$ cat src/rtl/dly_adj_sequencer.sv
// dly_adj_sequencer: paces load/inc/dec commands into single-cycle delay-decoder pulses and tracks a saturating shadow tap per line
module dly_adj_sequencer #(
    parameter int NUM_DLY = 20,
    parameter int TAP_W   = 6,
    parameter int GAP     = 2
) (
    input  logic             clk,
    input  logic             rst_n,
    input  logic             cmd_valid,
    output logic             cmd_ready,
    input  logic [1:0]       cmd_op,
    input  logic [4:0]       cmd_addr,
    input  logic [TAP_W-1:0] cmd_steps,
    output logic             done,
    output logic             err,
    output logic [4:0]       dly_addr,
    output logic             dly_load,
    output logic             dly_adj,
    output logic             dly_incdec,
    input  logic [4:0]       rd_addr,
    output logic [TAP_W-1:0] rd_tap
);
    typedef enum logic [2:0] {IDLE, LOAD, ADJ, WAIT, FIN} state_t;
    state_t state, state_d;
    logic [TAP_W-1:0] shadow [NUM_DLY];
    logic [TAP_W-1:0] rem, nxt_tap;
    logic [3:0] gcnt;
    logic [4:0] nxt_addr;
    logic inc, nxt_inc, accept, legal, lim, fin_err;
    assign accept   = cmd_valid & cmd_ready;
    assign legal    = cmd_addr < 5'(NUM_DLY) && cmd_op != 2'b11;
    assign nxt_addr = accept && legal ? cmd_addr : dly_addr;
    assign nxt_inc  = accept ? cmd_op == 2'b01 : inc;
    // tap as it will stand after this edge, so back-to-back slots see the pulse in flight
    assign nxt_tap  = !dly_adj ? shadow[nxt_addr] :
                      inc ? shadow[nxt_addr] + TAP_W'(1) : shadow[nxt_addr] - TAP_W'(1);
    assign lim      = nxt_inc ? &nxt_tap : nxt_tap == '0;
    assign rd_tap   = rd_addr < 5'(NUM_DLY) ? shadow[rd_addr] : '0;
    always_comb begin
        state_d = state;
        fin_err = 1'b0;
        case (state)
            IDLE: if (accept) begin
                if (!legal) begin
                    state_d = FIN;
                    fin_err = 1'b1;
                end else if (cmd_op == 2'b00) state_d = LOAD;
                else state_d = cmd_steps == '0 ? FIN : ADJ;
            end
            LOAD: state_d = FIN;
            ADJ: if (!dly_adj) begin
                state_d = FIN;
                fin_err = 1'b1;
            end else state_d = rem == TAP_W'(1) ? FIN : GAP == 0 ? ADJ : WAIT;
            WAIT: state_d = gcnt == 4'd0 ? ADJ : WAIT;
            FIN: state_d = IDLE;
            default: state_d = IDLE;
        endcase
    end
    always_ff @(posedge clk or negedge rst_n) begin
        if (!rst_n) begin
            state      <= IDLE;
            cmd_ready  <= 1'b0;
            done       <= 1'b0;
            err        <= 1'b0;
            dly_addr   <= '0;
            dly_load   <= 1'b0;
            dly_adj    <= 1'b0;
            dly_incdec <= 1'b0;
            inc        <= 1'b0;
            rem        <= '0;
            gcnt       <= '0;
            for (int i = 0; i < NUM_DLY; i++) shadow[i] <= '0;
        end else begin
            state      <= state_d;
            cmd_ready  <= state_d == IDLE;
            done       <= state_d == FIN;
            err        <= fin_err;
            dly_addr   <= nxt_addr;
            dly_load   <= state_d == LOAD;
            dly_adj    <= state_d == ADJ && !lim;
            dly_incdec <= state_d != IDLE && nxt_inc;
            inc        <= nxt_inc;
            rem        <= accept ? cmd_steps : dly_adj ? rem - TAP_W'(1) : rem;
            gcnt       <= state == WAIT ? gcnt - 4'd1 : 4'(GAP - 1);
            if (dly_adj) shadow[dly_addr] <= nxt_tap;
            if (dly_load) shadow[dly_addr] <= '0;
        end
    end
endmodule

$ cat config.mk
export PLATFORM = sky130hd
export DESIGN_NAME = dly_adj_sequencer
export DESIGN_NICKNAME = d
export VERILOG_FILES = /design/src/rtl/dly_adj_sequencer.sv
export SDC_FILE = /design/constraint.sdc
export NUM_CORES = 1
export LEC_CHECK = 0
export ABC_AREA = 1
export ABC_CLOCK_PERIOD_IN_PS = 4000
export CAP_MARGIN = 20
export CORE_ASPECT_RATIO = 2
export CORE_MARGIN = 4
export CORE_UTILIZATION = 49
export DETAILED_ROUTE_END_ITERATION = 16
export PLACE_DENSITY = 0.71
export SLEW_MARGIN = 20
export SYNTH_ARGS = -nofsm -noshare
export SYNTH_HDL_FRONTEND = slang
export SYNTH_SLANG_ARGS = --single-unit
$ cat constraint.sdc
create_clock -name clk -period 4 [get_ports clk]
set_clock_uncertainty 0.05 [all_clocks]
set_input_delay 0.8 -clock clk [delete_from_list [all_inputs] [get_ports clk]]
set_output_delay 0.8 -clock clk [all_outputs]
set_load 0.02 [all_outputs]
# == Word-level counts from Yosys, hierarchy flattened ==
# Index checks and enable logic that the tools add are counted.
# word_totals
reg_bits,145
latchBits,0
ram_bits,0
mem_bits_ro,0
in_bits,21
out_inout_bits,17
memories,0
# classes
n_addsub,4
n_mul,0
div,0
magnitude_cmp,6
eq_ne,9
shift,0
muxes,32
bitwise_logic,6
reduce_logical,15
# ops
op,count
$mux W120,2
$and A120 B120 Y120,1
$bwmux W120,1
$not A120 Y120,1
$bmux W6 S5,2
$mux W6,10
$demux W6 S5,1
$ge A6 B6 Y1 const B,3
$mux W3,6
$not A5 Y6,3
$logic_not A6 Y1,2
$pmux W3 S4,1
$sub A6 B1 Y6 const B,2
$lt A5 B5 Y1 const B,2
$eq A3 B2 Y1 const B,3
$add A6 B1 Y6 const B,1
$eq A3 B1 Y1 const B,2
$eq A6 B1 Y1 const B,1
$logic_not A3 Y1,2
$lt A6 B1 Y1 const B,1
$mux W1,6
$reduce_and A6 Y1,1
$logic_and A1 B1 Y1,5
$mux W5,1
other kinds (12),12

# == Longest topological paths before layout ==
# Gate-level depths: netlist of run 1.
# logic_depth
ltp_word,15
mapped_depth,28

# == Worst setup path before layout of run 1 ==
# Ideal clock, no wire load.
# synth_path
kind,in2reg
from,in cmd_valid
to,reg dly_adj
setup_time_ns,0.117
arrival_time_ns,3.530
t_required_ns,3.833
slack_ns,0.303
cell_stages,22
n_path_buf,3
path_cell_list,nand2_2 inv_2 buf_4 nand4_2 nand2_4 buf_2 buf_2 nand2_1 nand3_1 o211ai_1 nand2_1 inv_1 fa_1 xnor2_1 inv_1 nand2_1 nand2_1 nor2_1 and2_1 nand3_1 nor2_1 nor2_1
# synth_via
elab_chain_cells,14
# synth_lines
item,line_no,source
"start, declared",9,"input logic cmd_valid,"
$and A1 B1 Y1 *,30,assign accept = cmd_valid & cmd_ready;
$logic_and A1 B1 Y1 *,32,assign nxt_addr = accept && legal ? cmd_addr : dly_addr;
$mux W5 *,32,
net nxt_addr[0],28,logic [4:0] nxt_addr;
$not A5 Y6 (not written as such) *,"35, 36",
$bmux W6 S5 *,"35, 36",
$mux W6 (not written as such) * (2 in a row),"35, 36",
$sub A6 B1 Y6 / $add A6 B1 Y6 (equally long branches),36,inc ? shadow[nxt_addr] + TAP_W'(1) : shadow[nxt_addr] - TAP_W'(1);
$mux W6,36,
$mux W6 *,35,assign nxt_tap = !dly_adj ? shadow[nxt_addr] :
$logic_not A6 Y1 / $reduce_and A6 Y1 (equally long branches),37,assign lim = nxt_inc ? &nxt_tap : nxt_tap == '0;
$mux W1 *,37,
$logic_not A1 Y1 *,81,dly_adj <= state_d == ADJ && !lim;
$logic_and A1 B1 Y1 *,81,
"end signal, assigned",81,
"end, declared",18,"output logic dly_adj,"
# Mark *: on every way through the listed nets, which the timed path passes. The rest lies on a longest branch. The select of a mux whose other input is x is not followed.
# A chain may end at the register's enable or synchronous reset.

# == Worst setup path in the final report of run 1 ==
# layout_path
from,in rd_addr[1]
to,out rd_tap[4]
# layout_via
elab_chain_cells,5
# layout_lines
item,line_no,source
"start, declared",20,"input logic [4:0] rd_addr,"
$not A5 Y6 (not written as such),38,assign rd_tap = rd_addr < 5'(NUM_DLY) ? shadow[rd_addr] : '0;
$bmux W6 S5,38,
$mux W6 (not written as such) (2 in a row),38,
$mux W6 *,38,
"end, declared",21,output logic [TAP_W-1:0] rd_tap
# Every way passes the cells marked *; elsewhere a longest branch is shown, timed or not. The select of a mux whose other input is x is not followed.

==> impl_metrics.env, run 1 <==
export IMPL_status="finished clean"
export IMPL_crit_family="buffers and inverters"
export IMPL_clk_transition_reported_paths_ps=70
export IMPL_max_slew_margin=0.302
export IMPL_finalMaxSlewViolations=0
export IMPL_die_width_um=104
export IMPL_hold_violations=0
export IMPL_synth_edff_count=0
export IMPL_maxCapViolCount=0
export IMPL_synth_seq_cells=145
export IMPL_netlist_area_um2=9120
export IMPL_hp_class="in -> async"
export IMPL_initialDrtViolationCount=842
export IMPL_vias_per_cell=5.94
export IMPL_syn_area_per_cell_um2=7.13
export IMPL_drtPass1Iterations=9
export IMPL_holdBufCountCts=0
export IMPL_fin_cells=1611
export IMPL_mostFrequentLayoutCell="inv_1"
export IMPL_power_total_uw=10600
export IMPL_syn_to_final_growth_pct=23.3
export IMPL_critPathMaxStageDelay_ps=600
export IMPL_grt_pass1_vias=9497
export IMPL_cts_tree="yes"
export IMPL_end_kind="primary output"
export IMPL_ant_nets=0
export IMPL_cts_root_buf="clkbuf_16"
export IMPL_die_y_um=201
export IMPL_power_frac_comb=0.607
export IMPL_period_minus_slack_ps=3940
export IMPL_place_gp_congestion=0.997
export IMPL_cp_start_kind="input port"
export IMPL_final_cell_mix="inv_1, nand2_1, nor2_1, o21ai_0, dfrtp_1"
export IMPL_wl_per_cell_um=20.6
export IMPL_grt_pass1_wl_mm=50.4
export IMPL_grt_max_degree=79
export IMPL_worst_setup_path_type="in -> out"
export IMPL_cts_path_max_buffers=2
export IMPL_place_hpwl_mm=22.8
export IMPL_slowest_stage="clkdlybuf4s50_1"
export IMPL_ys_seq_area_frac=0.398
export IMPL_syn_num_nets=1308
export IMPL_ys_flop_type="dfrtp_1"
export IMPL_totalWireLength_mm=33.2
export IMPL_path_cells="clkdlybuf4s50_1, buf_12, o21ai_0, o221ai_1, o211ai_1, a31oi_1, a31o_2, clkdlybuf4s50_1"
export IMPL_cts_sinks=145
export IMPL_power_switching_uw=5350
export IMPL_worstPathRequired_ps=3150
export IMPL_antenna_found_initial=0
export IMPL_insertion_delay_ps=440
export IMPL_placementRows=70
export IMPL_arrival_ps=3090
export IMPL_yosysWarnings=0
export IMPL_cts_buffers=17
export IMPL_p_leak_uw=0.00527
export IMPL_finalCritPeriodShare=0.985
export IMPL_seq_area_um2=3630
export IMPL_syn_inst=1279
export IMPL_overflow=0
export IMPL_p_clk_frac=0.158
export IMPL_boundaryPins=38
export IMPL_insertedDiodeCount=0
export IMPL_cp_common_cell="clkdlybuf4s50_1"
export IMPL_core_area_um2=18300
export IMPL_synth_top_cells_by_area="dfrtp_1, inv_1, o21ai_0"
export IMPL_port_buffer_count=37
export IMPL_p_int_uw=5300
export IMPL_ys_async_sr_fraction=1.00
export IMPL_start_util=0.498
export IMPL_switching_share=0.502
export IMPL_synth_cell_types=47
export IMPL_dieArea_um2=21000
export IMPL_dp_cells=1571
export IMPL_synth_top_area_share=0.398
export IMPL_vias=9567
export IMPL_drc=0
export IMPL_yosysTopAreaCell="dfrtp_1"
export IMPL_drive_above_1_share=0.153
export IMPL_fin_nets=1411
export IMPL_fillCellCount=1645
export IMPL_tightest_slew_ps=1050
export IMPL_vdd_drop_max_uv=797
export IMPL_htree_levels=4
export IMPL_worstPathMaxFanout=27
export IMPL_fmax_mhz=254
export IMPL_multi_input_area_um2=4570
export IMPL_rsz0062_at_grt="false"
export IMPL_seq_power_share=0.235
export IMPL_path_buf_inv=3
export IMPL_grtUsageTotal=0.310
export IMPL_finalSetupViolations=0
export IMPL_p_per_area_nw_per_um2=947
## worst paths after layout
path	start	cells past startpoint	to	slack (ps)
max in group asynchronous	rst_n	2	shadow[87]	2690
min reg2reg	gcnt[0]	1	gcnt[0]	380
min	rst_n	1	shadow[101]	340
max reg2reg	cmd_ready	23	shadow[77]	550
min in group clk	gcnt[0]	1	gcnt[0]	380
max	rd_addr[1]	8	rd_tap[4]	60
## power by group through the flow
stage	logic (uW)	clock network [uW]	registers, uW
after global routing	6870	1750	2530
after detailed placement	5630	0	2490
after CTS	5660	1700	2470
after floorplan	3300	0	2340
final	6460	1690	2500
after global placement	5560	0	2480
## synthesized netlist by cell type (2+ instances only)
library cell and instances:
a211oi_1 5, a21oi_1 125, a31o_2 6, a31oi_1 7
buf_2 11, buf_4 4, buf_6 8, clkbuf_1 34
dfrtp_1 145, ha_1 7, inv_1 202, inv_2 3
nand2_1 182, nand2_2 5, nand2_4 3, nand3_1 86
nand3b_1 3, nand4_1 4, nor2_1 161, nor3_1 8
o211ai_1 20, o21ai_0 151, o21ai_1 19, o21ai_2 19
o21ai_4 2, o21bai_1 4, o21bai_2 3, o221ai_1 21
o22ai_1 10, xnor2_1 3, xor2_1 2
## stage by stage
step                      hold WS, ps  instance area, um^2  utilization  setup TNS [ps]  setup WS, ps
final                             341                11200        0.614               0          61.6
after global routing              412                11200        0.614               0          26.2
after CTS                         380                10900        0.598               0          21.2
after detailed placement          377                10300        0.565          -23770          -376
after global placement            371                10300        0.565          -20260          -358
after floorplan                   359                 9120            -               0           303
## per-layer routing
metal	track usage	wire [um]	up-vias	share of wire
met5	0	0	-	0
met4	0.242	2780	0	0.084
met3	0.0566	2340	172	0.070
met2	0.520	16400	524	0.49
met1	0.340	11700	4432	0.35
li1	-	-	4439	-
## timing repair
| item | in CTS | in global routing |
|---|---|---|
| setup buffers | 0 | 5 |
| setup endpoints to repair | 0 | 70 |
| gates resized for setup | 0 | 47 |
## worst reg2reg max path, stage by stage, from the launching register on
cell and delay, ps:
dfrtp_1 400, nand2_2 110, inv_4 50, buf_4 130, nand4_1 150, nand2_4 110
buf_12 140, clkbuf_16 160, o211ai_1 190, nand3_1 120, nand3_2 100, nand3_2 90
o21ai_4 190, ha_4 230, buf_4 140, nand2_4 60, nor2_1 60, nor2_1 130
nand3_1 120, nand2_2 120, nand2_4 100, clkbuf_16 190, o21ai_1 140, inv_1 50
## sequential cells by signal, indices dropped and copies added, names as in the netlist
name,flops
shadow,120
rem,6
dly_addr,5
gcnt,4
state,3
cmd_ready,1
dly_adj,1
dly_incdec,1
dly_load,1
done,1
err,1
inc,1
## cell families after synthesis
group,after synthesis,synth area share
flops,145,0.398
buf+inv,266,0.120
simple gates,461,0.214
xor+xnor,5,0.00480
compound gates,394,0.252
fa+ha+maj,8,0.0118
## final cells by class
type / count / share of cell area
Timing Repair Buffer: 141 / 0.123
Clock buffer: 19 / 0.0394
Clock inverter: 13 / 0.0145
Sequential cell: 145 / 0.323
Inverter: 208 / 0.0700
Multi-Input combinational cell: 869 / 0.407
Tap cell: 216 / 0.0240
Note: power is estimated with default switching activity, not from simulation.
==> run 2: changes to the inputs <==
Settings changed: ABC_CLOCK_PERIOD_IN_PS 4000 to 3950.
Clock period 4 ns to 3.95 ns, I/O delays scaled along.
==> impl_metrics.env, run 2 (same netlist as run 1, synthesis figures left out) <==
export IMPL_status="finished clean"
export IMPL_boundaryPins=38
export IMPL_largestRegisters="shadow: 120 flops, rem: 6 flops, dly_addr: 5 flops"
export IMPL_clk_transition_reported_paths_ps=70
export IMPL_worst_setup_path_type="in -> out"
export IMPL_holdWs_ps=279
export IMPL_die_y_um=201
export IMPL_place_gp_congestion=1.02
export IMPL_start_util=0.498
export IMPL_htree_levels=4
export IMPL_holdBufCountCts=0
export IMPL_maxCapViolCount=0
export IMPL_cts_path_max_buffers=2
export IMPL_ant_nets=0
export IMPL_vias=9653
export IMPL_slowest_stage="clkdlybuf4s50_1"
export IMPL_hold_violations=0
export IMPL_port_buffer_count=37
export IMPL_core_area_um2=18300
export IMPL_fin_cells=1619
export IMPL_die_width_um=104
export IMPL_cts_buffers=17
export IMPL_p_leak_uw=0.00523
export IMPL_initialDrtViolationCount=916
export IMPL_mostFrequentLayoutCell="inv_1"
export IMPL_finish_utilization=0.613
export IMPL_insertedDiodeCount=0
export IMPL_worstPathMaxFanout=25
export IMPL_power_total_uw=10900
export IMPL_overflow=0
export IMPL_grt_pass1_vias=9407
export IMPL_dp_cells=1574
export IMPL_drive_above_1_share=0.160
export IMPL_cp_start_kind="input port"
export IMPL_p_per_area_nw_per_um2=967
export IMPL_finalMaxSlewViolations=0
export IMPL_grt_max_degree=62
export IMPL_multi_input_area_um2=4590
export IMPL_hp_class="in -> async"
export IMPL_cts_root_buf="clkbuf_16"
export IMPL_antenna_found_initial=0
export IMPL_finalCritPeriodShare=0.980
export IMPL_rsz0062_at_grt="true"
export IMPL_largest_reg_flops=120
export IMPL_drc=0
export IMPL_placementRows=70
export IMPL_fin_nets=1419
export IMPL_end_kind="primary output"
export IMPL_fmax_mhz=258
export IMPL_dieArea_um2=21000
export IMPL_largest_register="shadow"
export IMPL_insertion_delay_ps=440
export IMPL_tightest_slew_ps=1160
export IMPL_final_cell_mix="inv_1, nand2_1, nor2_1, o21ai_0, dfrtp_1"
export IMPL_place_hpwl_mm=22.8
export IMPL_vias_per_cell=5.96
export IMPL_path_cells="clkdlybuf4s50_1, buf_12, buf_4, a21oi_1, o21ai_0, nand2_1, nand2_1, a31oi_1, a31o_2, clkdlybuf4s50_1"
export IMPL_syn_to_final_growth_pct=23.1
export IMPL_fillCellCount=1669
export IMPL_cts_tree="yes"
export IMPL_grtUsageTotal=0.315
export IMPL_cts_sinks=145
export IMPL_seq_area_um2=3630
export IMPL_period_minus_slack_ps=3870
export IMPL_wl_per_cell_um=20.6
export IMPL_critPathMaxStageDelay_ps=600
export IMPL_grt_pass1_wl_mm=50.8
export IMPL_arrival_ps=3030
export IMPL_worstPathRequired_ps=3110
export IMPL_vdd_drop_max_uv=779
export IMPL_drtPass1Iterations=8
export IMPL_totalWireLength_mm=33.3
export IMPL_max_slew_margin=0.228
export IMPL_finalSetupViolations=0
-- run 2: what timing repair did --
item | CTS | global route
setup endpoints to repair | 61 | 70
buffers inserted | 0 | 7
gates cloned | 3 | 3
pin swaps | 2 | 22
gates resized for setup | 9 | 49
-- run 2: per-stage QoR --
stage | area [um^2] | worst slack [ps] | TNS [ps]
after detailed placement | 10300 | -543 | -37530
after CTS | 10900 | 34.8 | 0
after global placement | 10300 | -551 | -36470
after floorplan | 9120 | 263 | 0
after global routing | 11200 | -36.4 | -429
final | 11200 | 77.3 | 0
-- run 2: report_power, final --
part           internal [uW]  switching, uW
sequential              2030            504
combinational           2490           4350
clock                    818            673
total                   5340           5520
-- run 2: area by class of cell --
type / instances / share of cell area
inverters: 208 / 0.0702
clock inverters: 12 / 0.00747
multi-input cells: 871 / 0.409
clock buffers: 20 / 0.0398
well taps: 216 / 0.0241
repair buffers: 147 / 0.126
flip-flops and latches: 145 / 0.323
-- run 2: worst paths after layout --
check	startpoint	end	slack, ps	cells past startpoint
worst max-delay path	rd_addr[1]	rd_tap[5]	80	10
worst min-delay path	rst_n	shadow[99]	280	1
worst max register to register	cmd_ready	shadow[77]	530	23
worst min register to register	gcnt[0]	gcnt[0]	380	1
max in group asynchronous	rst_n	shadow[40]	2820	2
min in group clk	gcnt[0]	gcnt[0]	380	1
-- run 2: routing by layer --
layer | up-vias | part of all wire | track usage
met5 | - | 0 | 0
met4 | 0 | 0.098 | 0.265
met3 | 187 | 0.072 | 0.0605
met2 | 541 | 0.48 | 0.524
met1 | 4476 | 0.35 | 0.341
li1 | 4449 | - | -
-- run 2: worst max-delay path, delay by kind of cell --
kind / cells / cell delay (ps)
AO/OA/AOI/OAI: 4 / 520
buffers and inverters: 4 / 1400
AND/OR/NAND/NOR: 2 / 290
